[config.mk]
export PLATFORM = sky130hd
export DESIGN_NAME = button_repeater_multi_flat
export DESIGN_NICKNAME = d
export VERILOG_FILES = /design/src/rtl/button_repeater_multi_if.sv /design/src/rtl/button_repeater_multi.sv /design/src/flat_wrapper.sv
export SDC_FILE = /design/constraint.sdc
export NUM_CORES = 1
export LEC_CHECK = 0
export ABC_AREA = 1
export CORE_ASPECT_RATIO = 1.5
export CORE_MARGIN = 8
export CORE_UTILIZATION = 42
export CTS_BUF_LIST = sky130_fd_sc_hd__clkbuf_8
export DETAILED_ROUTE_END_ITERATION = 16
export PLACE_DENSITY = 0.58
export SKIP_LAST_GASP = 1
export SYNTH_ARGS = -nofsm -noshare
export SYNTH_HDL_FRONTEND = slang
export SYNTH_SLANG_ARGS = --single-unit
[constraint.sdc]
create_clock -name i_clock -period 1.9 [get_ports i_clock]
set_clock_uncertainty 0.05 [all_clocks]
set_input_delay 0.475 -clock i_clock [delete_from_list [all_inputs] [get_ports i_clock]]
set_output_delay 0.475 -clock i_clock [all_outputs]
set_load 0.05 [all_outputs]
[src/rtl/button_repeater_multi_if.sv]
// Button-side bundle of the multi-channel repeater: raw pins in, level/pulse/held out.
interface button_repeater_multi_if #(
    parameter int CHANNELS = 4
);
    logic [CHANNELS-1:0] i_buttons;
    logic [CHANNELS-1:0] o_level;
    logic [CHANNELS-1:0] o_pulse;
    logic [CHANNELS-1:0] o_held;

    modport master (output i_buttons, input o_level, o_pulse, o_held);
    modport slave  (input i_buttons, output o_level, o_pulse, o_held);
endinterface

[src/rtl/button_repeater_multi.sv]
// Multi-channel synchronise / debounce / auto-repeat front end driven by a shared tick enable.
module button_repeater_multi #(
    parameter int                  CHANNELS          = 4,
    parameter int                  TICK_DIV          = 12000,
    parameter int                  DEBOUNCE_TICKS    = 10,
    parameter int                  DELAY_TICKS       = 500,
    parameter int                  PERIOD_TICKS      = 100,
    parameter int                  FAST_PERIOD_TICKS = 25,
    parameter int                  ACCEL_AFTER       = 8,
    parameter logic [CHANNELS-1:0] ACTIVE_LOW        = {CHANNELS{1'b1}}
) (
    input logic                    i_clock,
    input logic                    i_reset,
    button_repeater_multi_if.slave bus
);
    localparam int DIV_W = $clog2(TICK_DIV);
    localparam int DB_W  = (DEBOUNCE_TICKS > 1) ? $clog2(DEBOUNCE_TICKS) : 1;

    localparam int CNT_MAX_A = (DELAY_TICKS > PERIOD_TICKS) ? DELAY_TICKS : PERIOD_TICKS;
    localparam int CNT_MAX   = ((CNT_MAX_A > FAST_PERIOD_TICKS) ? CNT_MAX_A : FAST_PERIOD_TICKS) - 1;
    localparam int CNT_W     = (CNT_MAX > 0) ? $clog2(CNT_MAX + 1) : 1;
    localparam int REPS_MAX  = (ACCEL_AFTER > 1) ? ACCEL_AFTER : 1;
    localparam int REPS_W    = $clog2(REPS_MAX + 1);

    localparam logic [DIV_W-1:0]  DIV_LAST    = DIV_W'(TICK_DIV - 1);
    localparam logic [DB_W-1:0]   DB_LAST     = DB_W'(DEBOUNCE_TICKS - 1);
    localparam logic [CNT_W-1:0]  DELAY_LAST  = CNT_W'(DELAY_TICKS - 1);
    localparam logic [CNT_W-1:0]  PERIOD_LAST = CNT_W'(PERIOD_TICKS - 1);
    localparam logic [CNT_W-1:0]  FAST_LAST   = CNT_W'(FAST_PERIOD_TICKS - 1);
    localparam logic [REPS_W-1:0] REPS_ACCEL  = REPS_W'(ACCEL_AFTER);

    localparam logic [1:0] IDLE   = 2'd0;
    localparam logic [1:0] HOLD   = 2'd1;
    localparam logic [1:0] REPEAT = 2'd2;

    logic [DIV_W-1:0]    div_cnt;
    logic                tick;
    logic [CHANNELS-1:0] level_v;
    logic [CHANNELS-1:0] pulse_v;
    logic [CHANNELS-1:0] held_v;

    assign tick = (div_cnt == DIV_LAST);

    // NOTE: sequential state is written with <= only, so every flop samples pre-edge values.
    always_ff @(posedge i_clock) begin
        if (i_reset) begin
            div_cnt <= '0;
        end else if (tick) begin
            div_cnt <= '0;
        end else begin
            div_cnt <= div_cnt + 1'b1;
        end
    end

    for (genvar ch = 0; ch < CHANNELS; ch++) begin : g_ch
        logic              sync1;
        logic              raw_s;
        logic              stable;
        logic [DB_W-1:0]   db_cnt;
        logic [1:0]        state;
        logic [CNT_W-1:0]  cnt;
        logic [REPS_W-1:0] reps;
        logic [CNT_W-1:0]  period_last;
        logic              level;
        logic              pulse;
        logic              held;

        always_ff @(posedge i_clock) begin
            if (i_reset) begin
                sync1 <= 1'b0;
                raw_s <= 1'b0;
            end else begin
                sync1 <= bus.i_buttons[ch] ^ ACTIVE_LOW[ch];
                raw_s <= sync1;
            end
        end

        // Any tick where raw_s still matches stable restarts the qualification window.
        always_ff @(posedge i_clock) begin
            if (i_reset) begin
                stable <= 1'b0;
                db_cnt <= '0;
            end else if (raw_s == stable) begin
                db_cnt <= '0;
            end else if (tick) begin
                if (db_cnt == DB_LAST) begin
                    stable <= raw_s;
                    db_cnt <= '0;
                end else begin
                    db_cnt <= db_cnt + 1'b1;
                end
            end
        end

        always_comb begin
            period_last = PERIOD_LAST;
            if (ACCEL_AFTER != 0 && reps >= REPS_ACCEL) begin
                period_last = FAST_LAST;
            end
        end

        // A released input wins over any tick or repeat event in the same cycle.
        always_ff @(posedge i_clock) begin
            if (i_reset) begin
                state <= IDLE;
                cnt   <= '0;
                reps  <= '0;
                level <= 1'b0;
                pulse <= 1'b0;
                held  <= 1'b0;
            end else begin
                pulse <= 1'b0;
                if (!stable) begin
                    state <= IDLE;
                    cnt   <= '0;
                    reps  <= '0;
                    level <= 1'b0;
                    held  <= 1'b0;
                end else begin
                    case (state)
                        IDLE: begin
                            state <= HOLD;
                            cnt   <= '0;
                            pulse <= 1'b1;
                            level <= 1'b1;
                            held  <= 1'b1;
                        end
                        HOLD: begin
                            if (tick) begin
                                if (cnt == DELAY_LAST) begin
                                    state <= REPEAT;
                                    cnt   <= '0;
                                    reps  <= REPS_W'(1);
                                    pulse <= 1'b1;
                                    level <= ~level;
                                end else begin
                                    cnt <= cnt + 1'b1;
                                end
                            end
                        end
                        REPEAT: begin
                            if (tick) begin
                                if (cnt == period_last) begin
                                    cnt   <= '0;
                                    pulse <= 1'b1;
                                    level <= ~level;
                                    if (reps < REPS_ACCEL) begin
                                        reps <= reps + 1'b1;
                                    end
                                end else begin
                                    cnt <= cnt + 1'b1;
                                end
                            end
                        end
                        default: begin
                            state <= IDLE;
                            held  <= 1'b0;
                            level <= 1'b0;
                        end
                    endcase
                end
            end
        end

        assign level_v[ch] = level;
        assign pulse_v[ch] = pulse;
        assign held_v[ch]  = held;
    end

    assign bus.o_level = level_v;
    assign bus.o_pulse = pulse_v;
    assign bus.o_held  = held_v;
endmodule

[src/flat_wrapper.sv]
// flat-port wrapper written by rule: the top's interface ports become plain ports
module button_repeater_multi_flat 
#(
    parameter int                  CHANNELS          = 4,
    parameter int                  TICK_DIV          = 12000,
    parameter int                  DEBOUNCE_TICKS    = 10,
    parameter int                  DELAY_TICKS       = 500,
    parameter int                  PERIOD_TICKS      = 100,
    parameter int                  FAST_PERIOD_TICKS = 25,
    parameter int                  ACCEL_AFTER       = 8,
    parameter logic [CHANNELS-1:0] ACTIVE_LOW        = {CHANNELS{1'b1}}
)
  (i_clock, i_reset, bus_i_buttons, bus_o_level, bus_o_pulse, bus_o_held);
  button_repeater_multi_if #(.CHANNELS(CHANNELS)) bus_i ();
  input logic i_clock;
  input logic i_reset;
  input wire logic [$bits(bus_i.i_buttons)-1:0] bus_i_buttons;
  output wire logic [$bits(bus_i.o_level)-1:0] bus_o_level;
  output wire logic [$bits(bus_i.o_pulse)-1:0] bus_o_pulse;
  output wire logic [$bits(bus_i.o_held)-1:0] bus_o_held;
  assign bus_i.i_buttons = bus_i_buttons;
  assign bus_o_level = bus_i.o_level;
  assign bus_o_pulse = bus_i.o_pulse;
  assign bus_o_held = bus_i.o_held;
  button_repeater_multi #(.CHANNELS(CHANNELS), .TICK_DIV(TICK_DIV), .DEBOUNCE_TICKS(DEBOUNCE_TICKS), .DELAY_TICKS(DELAY_TICKS), .PERIOD_TICKS(PERIOD_TICKS), .FAST_PERIOD_TICKS(FAST_PERIOD_TICKS), .ACCEL_AFTER(ACCEL_AFTER), .ACTIVE_LOW(ACTIVE_LOW)) u_core (.i_clock(i_clock), .i_reset(i_reset), .bus(bus_i));
endmodule
==> results.txt, run 1 <==
In this run the worst hold path is classified as reg -> reg. 18 I/O pins were placed. The total of endpoints with negative setup slack in the final report is 0, and the number of warnings issued by yosys is 0. The die covers 18400 um^2. In the final layout, flip-flops and latches occupy 2280 um^2. Data on the critical path arrives at its endpoint at 2090 ps. The worst setup path is captured at a register.

For the pin with the worst max-slew slack, the measured transition is 398 ps. The sink count of the clock tree is 114. Setup repair after global routing could not meet its margin everywhere. The tools report the final instance area as 7380 um^2.

The fraction of final layout cells with drive strength greater than 1 works out to 0.177. The number of flops mapped to enable cells by yosys came out at 0. The number of hold-slack violations in the final timing report is 0, and the setup slack after placement is -110 ps.

The timing-limited maximum frequency was 549 MHz. Dividing the detail-routed wire length by the instance count gives 11.1 um. The finished layout holds 1156 standard cells, fillers aside. The placement row count was 53; the post-synthesis async set-or-reset flop share was 0.

The remaining max-slew budget at the tightest pin was 0.734. The tools report the critical path data required time as 2170 ps. The logs give 0 for the number of slew-limit violations in the final report and 1425 for the fill cell total of the finished layout. After detailed routing, the number of vias per cell comes to 4.77. The die span in y came out at 162 um. The first global-routing pass estimated 22300 um of wire.

The number of detailed-route iterations in the first pass is 5, and the static power due to leakage is 0.00299 uW. The routed layout has 5516 vias. After floorplanning, the core was sized to cover 14000 um^2. For the antenna diode instance count, the log shows 0.

Worst voltage drop across the vdd grid: 0.466 mV. TritonCTS built the clock tree. The mean area per synthesized cell came out at 6.86 um^2.

The floorplan step set the die width to 114 um. After detailed routing, the number of remaining DRC violations is 0. The count of H-tree levels built during CTS was 4. Counting along the longest clock path gives a buffer depth of 2. The share of the clock period used by the worst path is 0.959, and the global-route usage over all layers is 0.145. The sequential cell area fraction in the yosys report came out at 0.381. In the synthesized netlist the dominant register cell turns out to be sky130_fd_sc_hd__dfxtp_1. The highest fanout seen on the critical path was 8; the clock input transition at the sequential cells of the worst setup and hold paths was 80 ps. At the later pin of the worst-skew pair, clock insertion delay measures 430 ps. Max-cap violations in this run came to 0. Port buffering added 17 buffers.

The logs give 0 for the remaining global-route overflow and 0 ps for the sum of negative setup slack. The number of synthesized register bits was 114. Counting tap cells, the placed design contains a total of 1121 instances. Net count after synthesis: 909. The run finished with clean final reports.

At the end of the flow, the number of nets in the layout was 986. Summing all multi-input logic gate instances after layout gives 3320 um^2. At the end of routability-driven placement, the weighted congestion stood at 0.849.

The run gives 5990 um^2 as the combined area of all synthesized cells. After the first detailed-routing iteration, the DRC count stood at 244. The tools report the nature of the critical path startpoint as a register. The tools report the instance count of the mapped netlist as 874. The tools report the cell at the root of the clock tree as sky130_fd_sc_hd__clkbuf_8.

The critical path is of the reg -> reg type. Wires add up to 12800 um. The final core utilization was 0.527. The post-layout minimum cycle time was 1820 ps. The post-DP HPWL is 9550 um, and the area added between synthesis and finish is 23.1%. Yosys mapped the design onto 40 distinct sky130hd cell types.

The remaining number of nets flagged by the antenna check after routing was 0. The via count of the first global-routing pass is 5266, and the power per cell area is 661 nW/um^2. Buffers inserted during clock tree synthesis total 17. For the initial antenna violation count, the log shows 0. The placed instances occupy a cell area of 6690 um^2.

The tools report the initial core utilization as 0.428. Entering global routing, the biggest net connects 17 pins. After layout, the worst setup slack is 77.6 ps.
[power by group]
| group | leakage (uW) | internal, uW | switching, uW |
|---|---|---|---|
| combinational | 0.00187 | 33.6 | 30.2 |
| clock | 0.000200 | 1360 | 1040 |
| sequential | 0.000921 | 2400 | 8.47 |
| total | 0.00299 | 3800 | 1080 |
[cell type report]
type                    instances  share of cell area
multi-input cells             614               0.450
flip-flops and latches        114               0.310
clock buffers                  19              0.0355
well taps                     192              0.0326
clock inverters                13              0.0217
repair buffers                 77              0.0848
inverters                     127              0.0658
[path summary, 6_finish.rpt]
| check | from | end | slack, ps | cells after the start |
|---|---|---|---|---|
| worst max register to register | u_core.div_cnt[1] | u_core.g_ch[2].level | 80 | 12 |
| worst min register to register | u_core.g_ch[3].sync1 | u_core.g_ch[3].raw_s | 360 | 2 |
| worst min-delay path | u_core.g_ch[3].sync1 | u_core.g_ch[3].raw_s | 360 | 2 |
| worst max-delay path | u_core.div_cnt[1] | u_core.g_ch[2].level | 80 | 12 |
[flip-flops by register name (all words and copies together) (netlist names)]
| signal | cells |
|---|---|
| u_core.div_cnt | 14 |
| u_core.g_ch.state | 8 |
| u_core.g_ch.cnt | 36 |
| u_core.g_ch.stable | 4 |
| u_core.g_ch.pulse | 4 |
| u_core.g_ch.raw_s | 4 |
| u_core.g_ch.sync1 | 4 |
| u_core.g_ch.db_cnt | 16 |
| u_core.g_ch.level | 4 |
| u_core.g_ch.reps | 16 |
| u_core.g_ch.held | 4 |
[placed cells by master, fill, tap and decap left out, drive strengths merged, types with 2 or more instances in the layout]
cell type      count
a211oi             4
buf               72
a21oi             50
clkbuf            19
o21ai             50
inv              126
or2               10
nor3              25
nor2             142
o32ai              3
clkinvlp           6
nand2            192
bufinv             3
clkinv             5
nand3             49
o21bai             4
nand3b             2
xnor2              6
dfxtp            114
xor2              13
ha                29
nand4             28
clkdlybuf4s50      5
[cell usage after synthesis, types with 2 or more instances]
| library cell | instances | area share |
|---|---|---|
| sky130_fd_sc_hd__nand2_2 | 7 | 0.0073 |
| sky130_fd_sc_hd__nor3_1 | 23 | 0.019 |
| sky130_fd_sc_hd__a21oi_1 | 49 | 0.041 |
| sky130_fd_sc_hd__xor2_1 | 13 | 0.019 |
| sky130_fd_sc_hd__o21ai_1 | 5 | 0.0042 |
| sky130_fd_sc_hd__nor2_2 | 2 | 0.0021 |
| sky130_fd_sc_hd__inv_2 | 3 | 0.0019 |
| sky130_fd_sc_hd__nor2_1 | 140 | 0.088 |
| sky130_fd_sc_hd__nand2_1 | 185 | 0.12 |
| sky130_fd_sc_hd__dfxtp_1 | 114 | 0.38 |
| sky130_fd_sc_hd__inv_1 | 123 | 0.077 |
| sky130_fd_sc_hd__or2_2 | 9 | 0.0094 |
| sky130_fd_sc_hd__ha_1 | 29 | 0.061 |
| sky130_fd_sc_hd__buf_2 | 4 | 0.0033 |
| sky130_fd_sc_hd__clkbuf_1 | 2 | 0.0013 |
| sky130_fd_sc_hd__xnor2_1 | 6 | 0.0088 |
| sky130_fd_sc_hd__o21bai_1 | 3 | 0.0038 |
| sky130_fd_sc_hd__nand3b_1 | 2 | 0.0025 |
| sky130_fd_sc_hd__buf_4 | 12 | 0.015 |
| sky130_fd_sc_hd__a211oi_1 | 4 | 0.0050 |
| sky130_fd_sc_hd__o32ai_1 | 3 | 0.0044 |
| sky130_fd_sc_hd__o21ai_0 | 43 | 0.036 |
| sky130_fd_sc_hd__nand3_1 | 48 | 0.040 |
| sky130_fd_sc_hd__nand4_1 | 28 | 0.029 |
| sky130_fd_sc_hd__nor3_2 | 2 | 0.0033 |
[worst max-delay path, stage by stage, from the launching register on]
cell	delay, ps
sky130_fd_sc_hd__dfxtp_2	360
sky130_fd_sc_hd__ha_4	140
sky130_fd_sc_hd__nand2_2	60
sky130_fd_sc_hd__inv_2	80
sky130_fd_sc_hd__nand2_4	60
sky130_fd_sc_hd__nor2_4	100
sky130_fd_sc_hd__nand2_2	80
sky130_fd_sc_hd__buf_12	160
sky130_fd_sc_hd__buf_6	120
sky130_fd_sc_hd__o21ai_4	240
sky130_fd_sc_hd__nand2_2	110
sky130_fd_sc_hd__o21ai_2	140
sky130_fd_sc_hd__nor2_1	40
[layer usage]
metal,track usage,vias up,part of all wire
met5,0,-,0
met4,0.0712,0,0.020
met3,0.0353,26,0.030
met2,0.263,75,0.51
met1,0.152,2474,0.44
li1,-,2941,-
[timing repair]
| action | CTS | global route |
|---|---|---|
| setup buffers | 0 | 3 |
| pin swaps | 5 | 11 |
| gates cloned | 0 | 0 |
| endpoints found under the setup margin | 38 | 89 |
| resized for setup | 12 | 63 |
| hold buffers | 0 | 0 |
[kinds of logic (layout without fill, tap and decap cells)]
family,after synthesis,count (layout),share of synthesized area
AOI/OAI and AO/OA,113,113,0.104
xor gates and xnor gates,19,19,0.0278
buffers and inverters,146,236,0.101
adders and majority gates,29,29,0.0605
and+or+nand+nor,452,452,0.324
DFF,114,114,0.381
muxes,1,1,0.00167
[through the flow]
stage               power, uW  hold slack [ps]
floorplan                2490              338
global placement         2520              348
detailed placement       2520              350
CTS                      4930              361
global route             5070              371
finish                   4880              356
(Power assumes the default switching activity.)
==> inputs of run 2 (changes only) <==
Settings changed: CTS_CLUSTER_DIAMETER set to 120.
==> results of run 2 <==
Same layout as run 1: the final DEF is identical, and so are final timing and power.
==> inputs of run 3 (changes only) <==
Settings changed: CTS_CLUSTER_DIAMETER 120 to not set.
==> results of run 3 <==
Same layout as run 1: the final DEF is identical, and so are final timing and power.
